$ cat config.mk
export PLATFORM = sky130hd
export DESIGN_NAME = ad_volt_conv
export DESIGN_NICKNAME = d
export VERILOG_FILES = /design/src/rtl/ad_pkg.sv /design/src/rtl/ad_avg_acc.sv /design/src/rtl/ad_volt_conv.sv
export SDC_FILE = /design/constraint.sdc
export NUM_CORES = 1
export LEC_CHECK = 0
export BUFFER_PORTS_ARGS = -buffer_cell sky130_fd_sc_hd__buf_2
export CAP_MARGIN = 10
export CORE_MARGIN = 4
export CORE_UTILIZATION = 67
export CTS_BUF_LIST = sky130_fd_sc_hd__clkbuf_4 sky130_fd_sc_hd__clkbuf_8 sky130_fd_sc_hd__clkbuf_16
export DETAILED_ROUTE_END_ITERATION = 6
export PLACE_DENSITY_LB_ADDON = 0.12
export SETUP_SLACK_MARGIN = 0.5
export SLEW_MARGIN = 20
export SYNTH_ARGS = -nofsm -noshare
export SYNTH_HDL_FRONTEND = slang
export SYNTH_SLANG_ARGS = --single-unit
export TNS_END_PERCENT = 20
$ cat constraint.sdc
create_clock -name ad_clk -period 8.66 [get_ports ad_clk]
set_input_delay 1.299 -clock ad_clk [delete_from_list [all_inputs] [get_ports ad_clk]]
set_output_delay 1.299 -clock ad_clk [all_outputs]
set_load 0.02 [all_outputs]
$ cat src/rtl/ad_pkg.sv
// Shared constants and sizing helpers for the ADC-code to millivolt converter.
package ad_pkg;

    // Offset-binary midscale: the code that maps to 0 mV.
    function automatic int midscale(input int ad_w);
        return 1 << (ad_w - 1);
    endfunction

    // |d| fits in ad_w bits and fs_mv in clog2+1 bits, so the product never overflows.
    function automatic int prod_w(input int ad_w, input int fs_mv);
        return ad_w + $clog2(fs_mv) + 1;
    endfunction

    // Symmetric saturation limit: the output range is +/- sat_max.
    function automatic int sat_max(input int volt_w);
        return (1 << (volt_w - 1)) - 1;
    endfunction

endpackage

$ cat src/rtl/ad_avg_acc.sv
// One channel's window accumulator: sums converted samples, emits the floor mean
// and the OR of rail marks when the shared window counter flags the last sample.
module ad_avg_acc #(
    parameter int VOLT_W   = 16,
    parameter int AVG_LOG2 = 2
) (
    input  logic                     clk,
    input  logic                     rst_n,
    input  logic                     in_valid,
    input  logic                     last,
    input  logic signed [VOLT_W-1:0] sample,
    input  logic                     rail,
    output logic [VOLT_W-1:0]        avg,
    output logic                     ovr
);
    localparam int AW = VOLT_W + AVG_LOG2;

    logic signed [AW-1:0] acc;
    logic signed [AW-1:0] sum;
    logic                 ovr_acc;

    assign sum = acc + AW'(sample);

    always_ff @(posedge clk or negedge rst_n) begin
        if (!rst_n) begin
            acc     <= '0;
            ovr_acc <= 1'b0;
            avg     <= '0;
            ovr     <= 1'b0;
        end else if (in_valid) begin
            if (last) begin
                // Arithmetic shift gives floor division for negative sums.
                avg     <= VOLT_W'(sum >>> AVG_LOG2);
                ovr     <= ovr_acc | rail;
                acc     <= '0;
                ovr_acc <= 1'b0;
            end else begin
                acc     <= sum;
                ovr_acc <= ovr_acc | rail;
            end
        end
    end

endmodule

$ cat src/rtl/ad_volt_conv.sv
// Multi-channel offset-binary ADC code to signed millivolt converter, 3-stage pipeline.
// Define AD_VOLT_AVG_EN to add a 2^AVG_LOG2-sample averaging stage after conversion.
module ad_volt_conv
    import ad_pkg::*;
#(
    parameter int NCH      = 2,
    parameter int AD_W     = 12,
    parameter int VOLT_W   = 16,
    parameter int FS_MV    = 10000,
    parameter int AVG_LOG2 = 2
) (
    input  logic                  ad_clk,
    input  logic                  sys_rst_n,
    input  logic                  sample_en,
    input  logic [NCH*AD_W-1:0]   ad_in,
    output logic [NCH*VOLT_W-1:0] volt_out,
    output logic                  volt_valid,
    output logic [NCH-1:0]        ovr
);
    localparam int PW = prod_w(AD_W, FS_MV);
    localparam int CW = (PW > VOLT_W) ? PW : VOLT_W;
    localparam logic signed [AD_W:0] MID  = (AD_W+1)'(midscale(AD_W));
    localparam logic [CW-1:0]        VMAX = CW'(sat_max(VOLT_W));

    logic v1, v2;

    always_ff @(posedge ad_clk or negedge sys_rst_n) begin
        if (!sys_rst_n) begin
            v1 <= 1'b0;
            v2 <= 1'b0;
        end else begin
            v1 <= sample_en;
            v2 <= v1;
        end
    end

`ifdef AD_VOLT_AVG_EN
    localparam int CNT_W = (AVG_LOG2 > 0) ? AVG_LOG2 : 1;
    localparam logic [CNT_W-1:0] LAST = CNT_W'((1 << AVG_LOG2) - 1);

    logic             v3;
    logic [CNT_W-1:0] win_cnt;
    logic             last;

    assign last = (win_cnt == LAST);

    // The window counter advances on converted samples, so reset drops any partial window.
    always_ff @(posedge ad_clk or negedge sys_rst_n) begin
        if (!sys_rst_n) begin
            v3         <= 1'b0;
            win_cnt    <= '0;
            volt_valid <= 1'b0;
        end else begin
            v3         <= v2;
            volt_valid <= v3 && last;
            if (v3) begin
                win_cnt <= last ? '0 : win_cnt + 1'b1;
            end
        end
    end
`else
    always_ff @(posedge ad_clk or negedge sys_rst_n) begin
        if (!sys_rst_n) begin
            volt_valid <= 1'b0;
        end else begin
            volt_valid <= v2;
        end
    end
`endif

    for (genvar k = 0; k < NCH; k++) begin : g_ch
        logic [AD_W-1:0]   code;
        logic signed [AD_W:0] d1;
        logic [AD_W-1:0]   abs_d;
        logic              rail1, rail2, neg2;
        logic [PW-1:0]     p2;
        logic [CW-1:0]     mag;
        logic [VOLT_W-1:0] mag_sat, v_next;

        assign code    = ad_in[k*AD_W +: AD_W];
        // |d| tops out at 2^(AD_W-1), which still fits in AD_W unsigned bits.
        assign abs_d   = AD_W'(d1[AD_W] ? -d1 : d1);
        assign mag     = CW'(p2 >> AD_W);
        assign mag_sat = (mag > VMAX) ? VOLT_W'(VMAX) : VOLT_W'(mag);
        assign v_next  = neg2 ? -mag_sat : mag_sat;

        always_ff @(posedge ad_clk or negedge sys_rst_n) begin
            if (!sys_rst_n) begin
                d1    <= '0;
                rail1 <= 1'b0;
                p2    <= '0;
                neg2  <= 1'b0;
                rail2 <= 1'b0;
            end else begin
                if (sample_en) begin
                    d1    <= $signed({1'b0, code}) - MID;
                    rail1 <= (code == '0) || (code == '1);
                end
                if (v1) begin
                    p2    <= PW'(abs_d) * PW'(FS_MV);
                    neg2  <= d1[AD_W];
                    rail2 <= rail1;
                end
            end
        end

`ifdef AD_VOLT_AVG_EN
        logic signed [VOLT_W-1:0] v3_val;
        logic                     rail3;
        logic [VOLT_W-1:0]        avg;
        logic                     ch_ovr;

        always_ff @(posedge ad_clk or negedge sys_rst_n) begin
            if (!sys_rst_n) begin
                v3_val <= '0;
                rail3  <= 1'b0;
            end else if (v2) begin
                v3_val <= v_next;
                rail3  <= rail2;
            end
        end

        ad_avg_acc #(
            .VOLT_W  (VOLT_W),
            .AVG_LOG2(AVG_LOG2)
        ) u_acc (
            .clk     (ad_clk),
            .rst_n   (sys_rst_n),
            .in_valid(v3),
            .last    (last),
            .sample  (v3_val),
            .rail    (rail3),
            .avg     (avg),
            .ovr     (ch_ovr)
        );

        assign volt_out[k*VOLT_W +: VOLT_W] = avg;
        assign ovr[k]                       = ch_ovr;
`else
        logic [VOLT_W-1:0] ch_volt;
        logic              ch_ovr;

        always_ff @(posedge ad_clk or negedge sys_rst_n) begin
            if (!sys_rst_n) begin
                ch_volt <= '0;
                ch_ovr  <= 1'b0;
            end else if (v2) begin
                ch_volt <= v_next;
                ch_ovr  <= rail2;
            end
        end

        assign volt_out[k*VOLT_W +: VOLT_W] = ch_volt;
        assign ovr[k]                       = ch_ovr;
`endif
    end

endmodule

======== Word-level counts from Yosys, hierarchy flattened ========
Cells that the tools add are included.
storage, ports and cells
  flip-flop bits (word level) ............. 113
  output and inout port bits .............. 35
  input port bits ......................... 27
  word-level logic and storage cells ...... 39
cells by class
  $lt $le $gt $ge ......................... 2
  reductions and logical operators ........ 4
  mux-type cells .......................... 6
  add/subtract/negate cells ............... 6
  multipliers ............................. 2
  eq/ne operators ......................... 2
operators by type and width
  kind                    number
  $mul 12x10->22 const B  2
  $mux 16                 2
  $neg 15->16             2
  $gt 14x15->1 const B    2
  $mux 15                 2
  $sub 12x12->13 const B  2
  $eq 12x12->1 const B    2
  $logic_not 12->1        2
  $mux 12                 2
  $neg 12->12             2
  $logic_or 1x1->1        2

======== Longest topological paths before layout ========
Gate-level depths: netlist of run 1.
  word-level depth ........................ 4
  gate-level depth with buffers ........... 23
  mapped depth without buffers ............ 22

======== Least setup slack after synthesis of run 1 ========
OpenSTA, ideal clock, no wires.
  path kind ............................... register to register
  from .................................... register g_ch[1].d1[0]
  to ...................................... register g_ch[1].p2[24]
  path buffers ............................ 0
  data required time ...................... 8535 ps
  stages on the path, launching flop included .. 21
  arrival time ............................ 5476 ps
  setup slack ............................. 3059 ps
  setup time .............................. 125 ps
  cell sequence ........................... dfrtp_1 or3_1 or3_1 o31a_1 xor2_1 inv_1 fa_1 inv_1 ha_1 inv_1 fa_1 inv_1 ha_1 ha_1 ha_1 a21o_1 a21oi_1 o211ai_1 a221oi_1 xnor2_1 mux2_2
on the way
  cells in the longest elaborated chain, start to end .. 3
RTL lines
  element                   RTL line             source
  start: declaration        ad_volt_conv.sv:73   logic signed [AD_W:0] d1;
  start signal: assignment  ad_volt_conv.sv:96   d1 <= $signed({1'b0, code}) - MID;
  $neg 12->12               ad_volt_conv.sv:82   assign abs_d = AD_W'(d1[AD_W] ? -d1 : d1);
  $mux 12 (*)               ad_volt_conv.sv:82
  $mul 12x10->22 (*)        ad_volt_conv.sv:100  p2 <= PW'(abs_d) * PW'(FS_MV);
  end signal: assignment    ad_volt_conv.sv:100
  end: declaration          ad_volt_conv.sv:76   logic [PW-1:0] p2;
Every way passes the cells marked *; elsewhere a longest branch is shown, timed or not.
A chain may end at the register's enable or synchronous reset.

======== Final worst setup path of run 1 ========
Same ends and word-level chain as after synthesis.

==> results of run 1 <==
-- registers in the layout, indices dropped and copies added (netlist names) --
| register | cells |
|---|---|
| g_ch.d1 | 24 |
| g_ch.rail1 | 2 |
| v1 | 1 |
| g_ch.rail2 | 2 |
| g_ch.neg2 | 2 |
| v2 | 1 |
| volt_valid | 1 |
| g_ch.ch_ovr | 2 |
| g_ch.p2 | 28 |
| g_ch.ch_volt | 32 |
-- worst max-delay path: stages (launching register included) --
cell	delay, ns
dfrtp_1	0.45
or3_1	0.44
or3_1	0.40
o31a_1	0.27
xor2_1	0.48
inv_1	0.14
fa_1	0.55
inv_1	0.04
ha_1	0.26
inv_1	0.05
fa_1	0.52
inv_1	0.04
ha_1	0.29
ha_1	0.30
ha_1	0.39
a21o_1	0.21
a21oi_1	0.18
o211ai_1	0.14
a221oi_1	0.38
xnor2_1	0.11
mux2_2	0.26
-- cell usage in the layout, fill, tap and decap left out, types with 5 or more instances in the layout --
master	n
nand3_1	13
xor2_1	31
inv_1	103
buf_2	60
a21o_1	9
nor2_1	45
o211ai_1	7
or3_1	10
nand4_1	9
nor4_1	9
nand2_1	58
xnor2_1	35
mux2_2	39
dfrtp_1	94
clkbuf_16	9
fa_1	41
o311ai_0	6
nor3_1	10
nand2b_1	10
ha_1	118
a21oi_1	56
o21ai_0	33
a31oi_1	6
a211oi_1	5
o31ai_1	12
-- worst min-delay path by stage --
stage	cells after the start	endpoint	slack (ns)	start
after floorplan	0	volt_valid$_DFF_PN0_	0.35	v2$_DFF_PN0_
after global placement	1	g_ch[0].ch_ovr$_DFFE_PN0P_	0.49	g_ch[0].rail2$_DFFE_PN0P_
after detailed placement	1	g_ch[0].ch_ovr$_DFFE_PN0P_	0.50	g_ch[0].rail2$_DFFE_PN0P_
after CTS	1	g_ch[0].ch_ovr$_DFFE_PN0P_	0.51	g_ch[0].rail2$_DFFE_PN0P_
after global routing	1	g_ch[0].rail2$_DFFE_PN0P_	0.54	g_ch[0].rail2$_DFFE_PN0P_
final	1	g_ch[0].ch_ovr$_DFFE_PN0P_	0.51	g_ch[0].rail2$_DFFE_PN0P_
-- area by class of cell --
cell class | count | area share [%]
clock buffer | 10 | 2.59
clock inverter | 6 | 1.04
inverter | 103 | 4.30
multi-input combinational | 625 | 59.9
sequential | 95 | 26.4
tap | 147 | 2.04
timing repair buffer | 64 | 3.67
-- cells by family (layout without fill, tap and decap cells) --
logic type	Yosys count	after routing	synth area share, %
AND/OR/NAND/NOR	195	195	11.9
AO/OA/AOI/OAI	163	163	12.9
adder cells (fa/ha/maj)	159	159	27.8
buffers and inverters	128	183	5.91
flip-flops	95	95	28.8
XOR/XNOR	66	66	7.00
multiplexers	42	42	5.68
-- stage by stage --
| step | utilization (%) | setup slack (ns) |
|---|---|---|
| CTS | 74.9 | 2.64 |
| global route | 74.9 | 2.31 |
| floorplan | - | 3.06 |
| detailed placement | 72.2 | 2.66 |
| global placement | 72.2 | 2.82 |
| finish | 74.9 | 2.63 |
-- layer usage --
layer | track usage (%) | routed length (um)
met1 | 33.2 | 7660
met3 | 4.56 | 717
met2 | 42.1 | 8340
met5 | 0 | 0
met4 | 5.87 | 194
==> out/qor.csv, run 1 <==
metric;value;unit
run_status;finished, final reports clean;
ios;62;
gp_congestion;0.915;
clock_latency;0.35;ns
clk_path_buf_depth;2;
period_minus_slack;6.03;ns
skew;0.00622;ns
die_h;119;um
drive_gt1_share;14.6;%
register_area;2380;sq um
io_buffer_count;61;
fmax;0.166;GHz
cts_tree;yes;
via_per_inst;5.90;
fin_crit_sh;69.6;%
ys_seq_area_share;28.8;%
core;12000;sq um
ys_types;59;
worstSetupPathType;reg -> reg;
post_cts_buffers;0;
netlist_instances;848;
path_clk_slew;0.07;ns
slew_viol_final;0;
num_vias;6195;
syn_to_final_growth;8.97;%
synth.most_common_cell;ha_1;
synth_area_per_cell;9.73;sq um
crit_path_end_kind;flop;
rsz0062_at_grt;false;
synthArstFlopShare;100;%
synth_area;8250;sq um
final_cells;1050;
place_inst;1034;
worst_pin_slew;0.970;ns
timing.rr.start;g_ch[1].d1[0]$_DFFE_PN0P_;
synth_edf_count;0;
required;8.89;ns
grt_max_degree;66;
drv_cap;0;
drtIter0Drc;353;
synth-main-ff-cell;dfrtp_1;
ant_nets;0;
cp_data_arrival_time;6.27;ns
wirelength;16900;um
hold_path.class;reg -> reg;
wire_per_inst;16.1;um
grt_pass1_vias;6361;
antenna_cells;0;
initial_core_util;68.7;%
clkSinkCount;95;
nFillCells;854;
ys_ff_latch;95;
final_area;8990;sq um
grt_pass1_wl;29300;um
multi_input_area;5390;sq um
cts_hold_buf;0;
reg2reg_depth;20;
reg2reg_slack;2.63;ns
ys_top_cells_by_count;ha_1 (118), inv_1 (103), dfrtp_1 (95);
die_area;14200;sq um
startpoint_type;flop;
drc_errors;0;
setup_tns;0;ns
whs;0.506;ns
dr.pass1.iters;4;
root_buffer;clkbuf_16;
critical_path_peak_fanout;7;
rows;40;
numCtsBuffers;9;
synth.area.top_cells;dfrtp_1 (29%), ha_1 (18%), fa_1 (9.9%);
yosysTopAreaCellShare;28.8;%
hold_viol;0;
die_w;119;um
slew_headroom;35.3;%
setup_violations;0;
mappedNetlistNets;1034;
cts_resized;0;
antenna_found_initial;0;
htreeDepth;3;
final_nets;1084;
yosys_warnings;0;
grt_usage;24.8;%
gr-total-overflow;0;
critical_path.endpoint;g_ch[1].p2[24]$_DFFE_PN0P_;
post_dp_cell_area;8670;sq um
dpl.hpwl;13300;um
r2r-end;g_ch[1].p2[24]$_DFFE_PN0P_;
synth_top_area_cell;dfrtp_1;
critPathLaunch;g_ch[1].d1[0]$_DFFE_PN0P_;
Power of run 1 is left out: the tool's default activity adds up to more than one toggle a clock period on the data nets, which glitch-free logic cannot reach.
==> run 2: changes to the inputs <==
--- a/config.mk
+++ b/config.mk
@@ -8,7 +8,7 @@
 export BUFFER_PORTS_ARGS = -buffer_cell sky130_fd_sc_hd__buf_2
 export CAP_MARGIN = 10
 export CORE_MARGIN = 4
-export CORE_UTILIZATION = 67
+export CORE_UTILIZATION = 62
 export CTS_BUF_LIST = sky130_fd_sc_hd__clkbuf_4 sky130_fd_sc_hd__clkbuf_8 sky130_fd_sc_hd__clkbuf_16
 export DETAILED_ROUTE_END_ITERATION = 6
 export PLACE_DENSITY_LB_ADDON = 0.12
==> constraint.sdc (replaced) <==
create_clock -name ad_clk -period 6.01 [get_ports ad_clk]
set_input_delay 0.9015 -clock ad_clk [delete_from_list [all_inputs] [get_ports ad_clk]]
set_output_delay 0.9015 -clock ad_clk [all_outputs]
set_load 0.02 [all_outputs]
==> run 2 against run 1 <==
Worst hold slack better by 0.011 ns. Maximum frequency up 11%. Cell area up 5.6%. Die area up 7.5%. Non-clock buffer count up 23. Final cell count up 4.7%. Global-route usage down 1.4 points. Utilization down 0.82 points. Setup slack worse by 2.0 ns. Critical path type unchanged.
==> out/qor.csv, run 2 (same netlist as run 1, synthesis figures left out) <==
metric;value;unit
die_w;123;um
critPathMaxStageDelay;0.53;ns
ios;62;
root_buffer;clkbuf_16;
cts_hold_buf;0;
cp.depth;20;
worst_pin_slew;0.972;ns
startpoint_type;flop;
critical_path_peak_fanout;5;
slew_headroom;35.2;%
antenna_found_initial;0;
largest_reg_flops;32;
hold_depth;2;
path_cells;or3_4 -> o31ai_4 -> xnor2_4 -> xnor2_1 -> ha_1 -> ha_1 -> inv_1 -> fa_1 -> inv_1 -> ha_1 -> inv_1 -> fa_1 -> inv_1 -> ha_1 -> or2_2 -> o32ai_4 -> o31ai_4 -> a21oi_2 -> nor4b_1 -> or3_1;
antenna_cells;0;
dr.pass1.iters;5;
register_area;2380;sq um
regMostFlops;g_ch.ch_volt;
wire_per_inst;16.3;um
cp_top_family;adder cells;
reg2reg_depth;20;
final_cell_mix;ha_1 (107), inv_1 (99), dfrtp_1 (89);
initial_core_util;64.4;%
syn_to_final_growth;15.1;%
rsz0062_at_grt;true;
drtIter0Drc;347;
wirelength;17900;um
nFillCells;939;
drv_cap;0;
clock_latency;0.35;ns
reg_top3;g_ch.ch_volt (32), g_ch.p2 (28), g_ch.d1 (24);
fmax;0.185;GHz
clkSinkCount;95;
grt_pass1_vias;6090;
crit_path_end_kind;flop;
whs_endpoint;g_ch[1].ch_volt[2]$_DFFE_PN0P_;
drive_gt1_share;21.4;%
core;12800;sq um
skew;0.00700;ns
die_area;15200;sq um
clk_path_buf_depth;2;
crit_buf_inv;4;
via_per_inst;5.84;
critPathSlowestCell;fa_1;
drc_errors;0;
setup_violations;0;
multi_input_area;5700;sq um
cts_tree;yes;
grt_usage;23.4;%
die_h;123;um
slew_viol_final;0;
final_nets;1108;
numCtsBuffers;9;
grt_pass1_wl;28500;um
setup_tns;0;ns
dpl.hpwl;13500;um
hp-start;g_ch[1].ch_volt[2]$_DFFE_PN0P_;
rows;41;
worstSetupPathType;reg -> reg;
path_clk_slew;0.07;ns
num_vias;6415;
ant_nets;0;
io_buffer_count;61;
r2r-end;g_ch[1].p2[20]$_DFFE_PN0P_;
htreeDepth;3;
fin_crit_sh;90.1;%
run_status;finished, final reports clean;
period_minus_slack;5.41;ns
grt_max_degree;66;
hold_path.class;reg -> reg;
hold_viol;0;
gp_congestion;0.909;
final_common_cell;ha_1;
gr-total-overflow;0;
timing.rr.start;g_ch[1].d1[0]$_DFFE_PN0P_;
required;6.24;ns
reg2reg_slack;0.60;ns
cp_data_arrival_time;5.64;ns
[run 2: changes by cell type in the layout (fill, tap and decap cells not counted), moves of 7 or more]
cell / previous run / this run
xnor2_1: 35 / 27
buf_4: 4 / 27
ha_1: 118 / 107
xnor2_2: 0 / 7
ha_4: 0 / 9
[run 2: metrics by stage]
stage | hold slack (ns) | cell area [sq um] | setup WS, ns | util, % | instances
after floorplan | 0.352 | 8260 | 0.538 | - | 848
after global placement | 0.493 | 8740 | 0.349 | 68.2 | 1064
after detailed placement | 0.508 | 8740 | 0.246 | 68.2 | 1064
after CTS | 0.523 | 9140 | 0.474 | 71.3 | 1081
after global routing | 0.532 | 9500 | 0.368 | 74.1 | 1099
final | 0.517 | 9500 | 0.596 | 74.1 | 1099
[run 2: worst max-delay path by stage]
| stage | start | to | slack (ns) |
|---|---|---|---|
| global placement | g_ch[0].d1[2]$_DFFE_PN0P_ | g_ch[0].p2[24]$_DFFE_PN0P_ | 0.35 |
| detailed placement | g_ch[0].d1[2]$_DFFE_PN0P_ | g_ch[0].p2[24]$_DFFE_PN0P_ | 0.25 |
| CTS | g_ch[0].d1[0]$_DFFE_PN0P_ | g_ch[0].p2[24]$_DFFE_PN0P_ | 0.47 |
| global route | g_ch[1].d1[0]$_DFFE_PN0P_ | g_ch[1].p2[20]$_DFFE_PN0P_ | 0.37 |
| finish | g_ch[1].d1[0]$_DFFE_PN0P_ | g_ch[1].p2[20]$_DFFE_PN0P_ | 0.60 |
| floorplan | g_ch[1].d1[0]$_DFFE_PN0P_ | g_ch[1].p2[24]$_DFFE_PN0P_ | 0.54 |
[run 2: layer usage]
metal | part of all wire, % | GRT usage, % | wire, um | vias to the layer above
li1 | - | - | - | 3115
met1 | 46 | 31.2 | 8230 | 3094
met2 | 48 | 40.2 | 8510 | 176
met3 | 4.5 | 2.74 | 801 | 30
met4 | 1.8 | 7.34 | 323 | 0
met5 | 0 | 0 | 0 | -
[run 2: worst min-delay path, delay by kind of cell, from the launching register on]
family | cells | cell delay (ns)
flops | 1 | 0.34
simple gates | 1 | 0.04
compound gates | 1 | 0.09
[run 2: layout make-up]
type,instances,share of cell area [%]
clock buffer,12,2.67
clock inverter,4,0.553
inverter,103,4.10
multi-input combinational,626,60.0
sequential,95,25.1
tap,172,2.27
timing repair buffer,87,5.30
[run 2: what timing repair did]
action	in CTS	in global routing
buffers inserted	1	17
cloned	0	1
pin swaps	1	13
gates resized for setup	18	40
setup endpoints to repair	15	21
Power of run 2 is left out for the same reason.
==> run 3: changes to the inputs <==
--- a/config.mk
+++ b/config.mk
@@ -8,7 +8,7 @@
 export BUFFER_PORTS_ARGS = -buffer_cell sky130_fd_sc_hd__buf_2
 export CAP_MARGIN = 10
 export CORE_MARGIN = 4
-export CORE_UTILIZATION = 62
+export CORE_UTILIZATION = 67
 export CTS_BUF_LIST = sky130_fd_sc_hd__clkbuf_4 sky130_fd_sc_hd__clkbuf_8 sky130_fd_sc_hd__clkbuf_16
 export DETAILED_ROUTE_END_ITERATION = 6
 export PLACE_DENSITY_LB_ADDON = 0.12
==> constraint.sdc (replaced) <==
create_clock -name ad_clk -period 7 [get_ports ad_clk]
set_input_delay 1.05 -clock ad_clk [delete_from_list [all_inputs] [get_ports ad_clk]]
set_output_delay 1.05 -clock ad_clk [all_outputs]
set_load 0.02 [all_outputs]
==> run 3 against run 2 <==
Flip-flop and latch count stayed put. Setup slack better by 0.31 ns. Maximum frequency is 11% lower. Critical path depth stayed put. Wire length is 5.6% lower. Worst hold slack worse by 0.0061 ns. Register-to-register slack better by 0.31 ns. Cell area is 5.4% lower. Largest cell class unchanged.
==> out/qor.csv, run 3 (same netlist as run 1, synthesis figures left out) <==
metric;value;unit
cts_resized;0;
cts_hold_buf;0;
setup_violations;0;
drtIter0Drc;363;
clkSinkCount;95;
gr-total-overflow;0;
die_h;119;um
dr.pass1.iters;5;
ios;62;
setup_tns;0;ns
critical_path_peak_fanout;7;
grt_pass1_vias;6268;
hold_path.class;reg -> reg;
crit_path_end_kind;flop;
cts_tree;yes;
gp_congestion;0.915;
run_status;finished, final reports clean;
syn_to_final_growth;8.82;%
die_w;119;um
startpoint_type;flop;
dpl.hpwl;13300;um
path_clk_slew;0.07;ns
antenna_found_initial;0;
wirelength;16900;um
initial_core_util;68.7;%
wire_per_inst;16.1;um
final_cell_mix;ha_1 (118), inv_1 (103), dfrtp_1 (94);
slew_headroom;34.7;%
clk_path_buf_depth;2;
numCtsBuffers;9;
whs;0.511;ns
antenna_cells;0;
worst_pin_slew;0.980;ns
fmax;0.164;GHz
grt_pass1_wl;29100;um
largest_reg_flops;32;
rsz0062_at_grt;false;
required;7.23;ns
hold_viol;0;
grt_usage;24.6;%
cp_data_arrival_time;6.32;ns
regMostFlops;g_ch.ch_volt;
fin_crit_sh;87.0;%
ant_nets;0;
core;12000;sq um
reg_top3;g_ch.ch_volt (32), g_ch.p2 (28), g_ch.d1 (24);
drive_gt1_share;14.6;%
io_buffer_count;61;
die_area;14200;sq um
final_nets;1084;
htreeDepth;3;
worstSetupPathType;reg -> reg;
root_buffer;clkbuf_16;
num_vias;6241;
skew;0.00628;ns
drc_errors;0;
rows;40;
drv_cap;0;
post_cts_buffers;0;
via_per_inst;5.94;
clock_latency;0.34;ns
grt_max_degree;66;
slew_viol_final;0;
final_common_cell;ha_1;
period_minus_slack;6.09;ns
## run 3: cell types whose count changed in the layout (fill, tap and decap cells not counted), sizes merged
cell,previous run,this run
inv,105,106
buf,87,64
o31ai,14,13
clkinvlp,0,1
clkbuf,12,10
## run 3: worst max-delay path, cell delays in order (launching register included)
cell and delay, ns:
dfrtp_1 0.45, or3_1 0.44, or3_1 0.41, o31a_1 0.26, xor2_1 0.51, inv_1 0.15
fa_1 0.55, inv_1 0.04, ha_1 0.26, inv_1 0.05, fa_1 0.53, inv_1 0.04
ha_1 0.29, ha_1 0.30, ha_1 0.39, a21o_1 0.21, a21oi_1 0.20, o211ai_1 0.14
a221oi_1 0.38, xnor2_1 0.10, mux2_2 0.26
## run 3: stage by stage
step | area (sq um) | util, % | instances | setup slack, ns
3_5_place_dp | 8670 | 72.2 | 1034 | 0.979
3_3_place_gp | 8670 | 72.2 | 1034 | 1.16
4_1_cts | 8980 | 74.8 | 1050 | 0.941
2_1_floorplan | 8250 | - | 848 | 1.40
5_1_grt | 8980 | 74.8 | 1050 | 0.629
6_report | 8980 | 74.8 | 1050 | 0.907
## run 3: layout make-up
cell class,count,area (sq um)
fill,872,3030
multi-input combinational,625,5390
tap,147,184
clock inverter,6,75.1
timing repair buffer,64,330
sequential,95,2380
inverter,103,387
clock buffer,10,239
## run 3: worst paths after layout
check,start,endpoint,slack (ns),cells past startpoint
max in group asynchronous,sys_rst_n,v2$_DFF_PN0_,5.24,2
min in group asynchronous,sys_rst_n,g_ch[1].ch_volt[8]$_DFFE_PN0P_,0.70,1
worst min-delay path,g_ch[0].rail2$_DFFE_PN0P_,g_ch[0].ch_ovr$_DFFE_PN0P_,0.51,1
worst max-delay path,g_ch[1].d1[0]$_DFFE_PN0P_,g_ch[1].p2[24]$_DFFE_PN0P_,0.91,20
worst max register to register,g_ch[1].d1[0]$_DFFE_PN0P_,g_ch[1].p2[24]$_DFFE_PN0P_,0.91,20
worst min register to register,g_ch[0].rail2$_DFFE_PN0P_,g_ch[0].ch_ovr$_DFFE_PN0P_,0.51,1
## run 3: routing by layer
| metal | GRT usage, % | vias up | share of wire, % |
|---|---|---|---|
| met4 | 6.52 | 0 | 1.3 |
| met5 | 0 | - | 0 |
| li1 | - | 3053 | - |
| met3 | 3.56 | 20 | 3.9 |
| met2 | 41.8 | 162 | 48 |
| met1 | 33.0 | 3006 | 46 |
Power of run 3 is left out for the same reason.
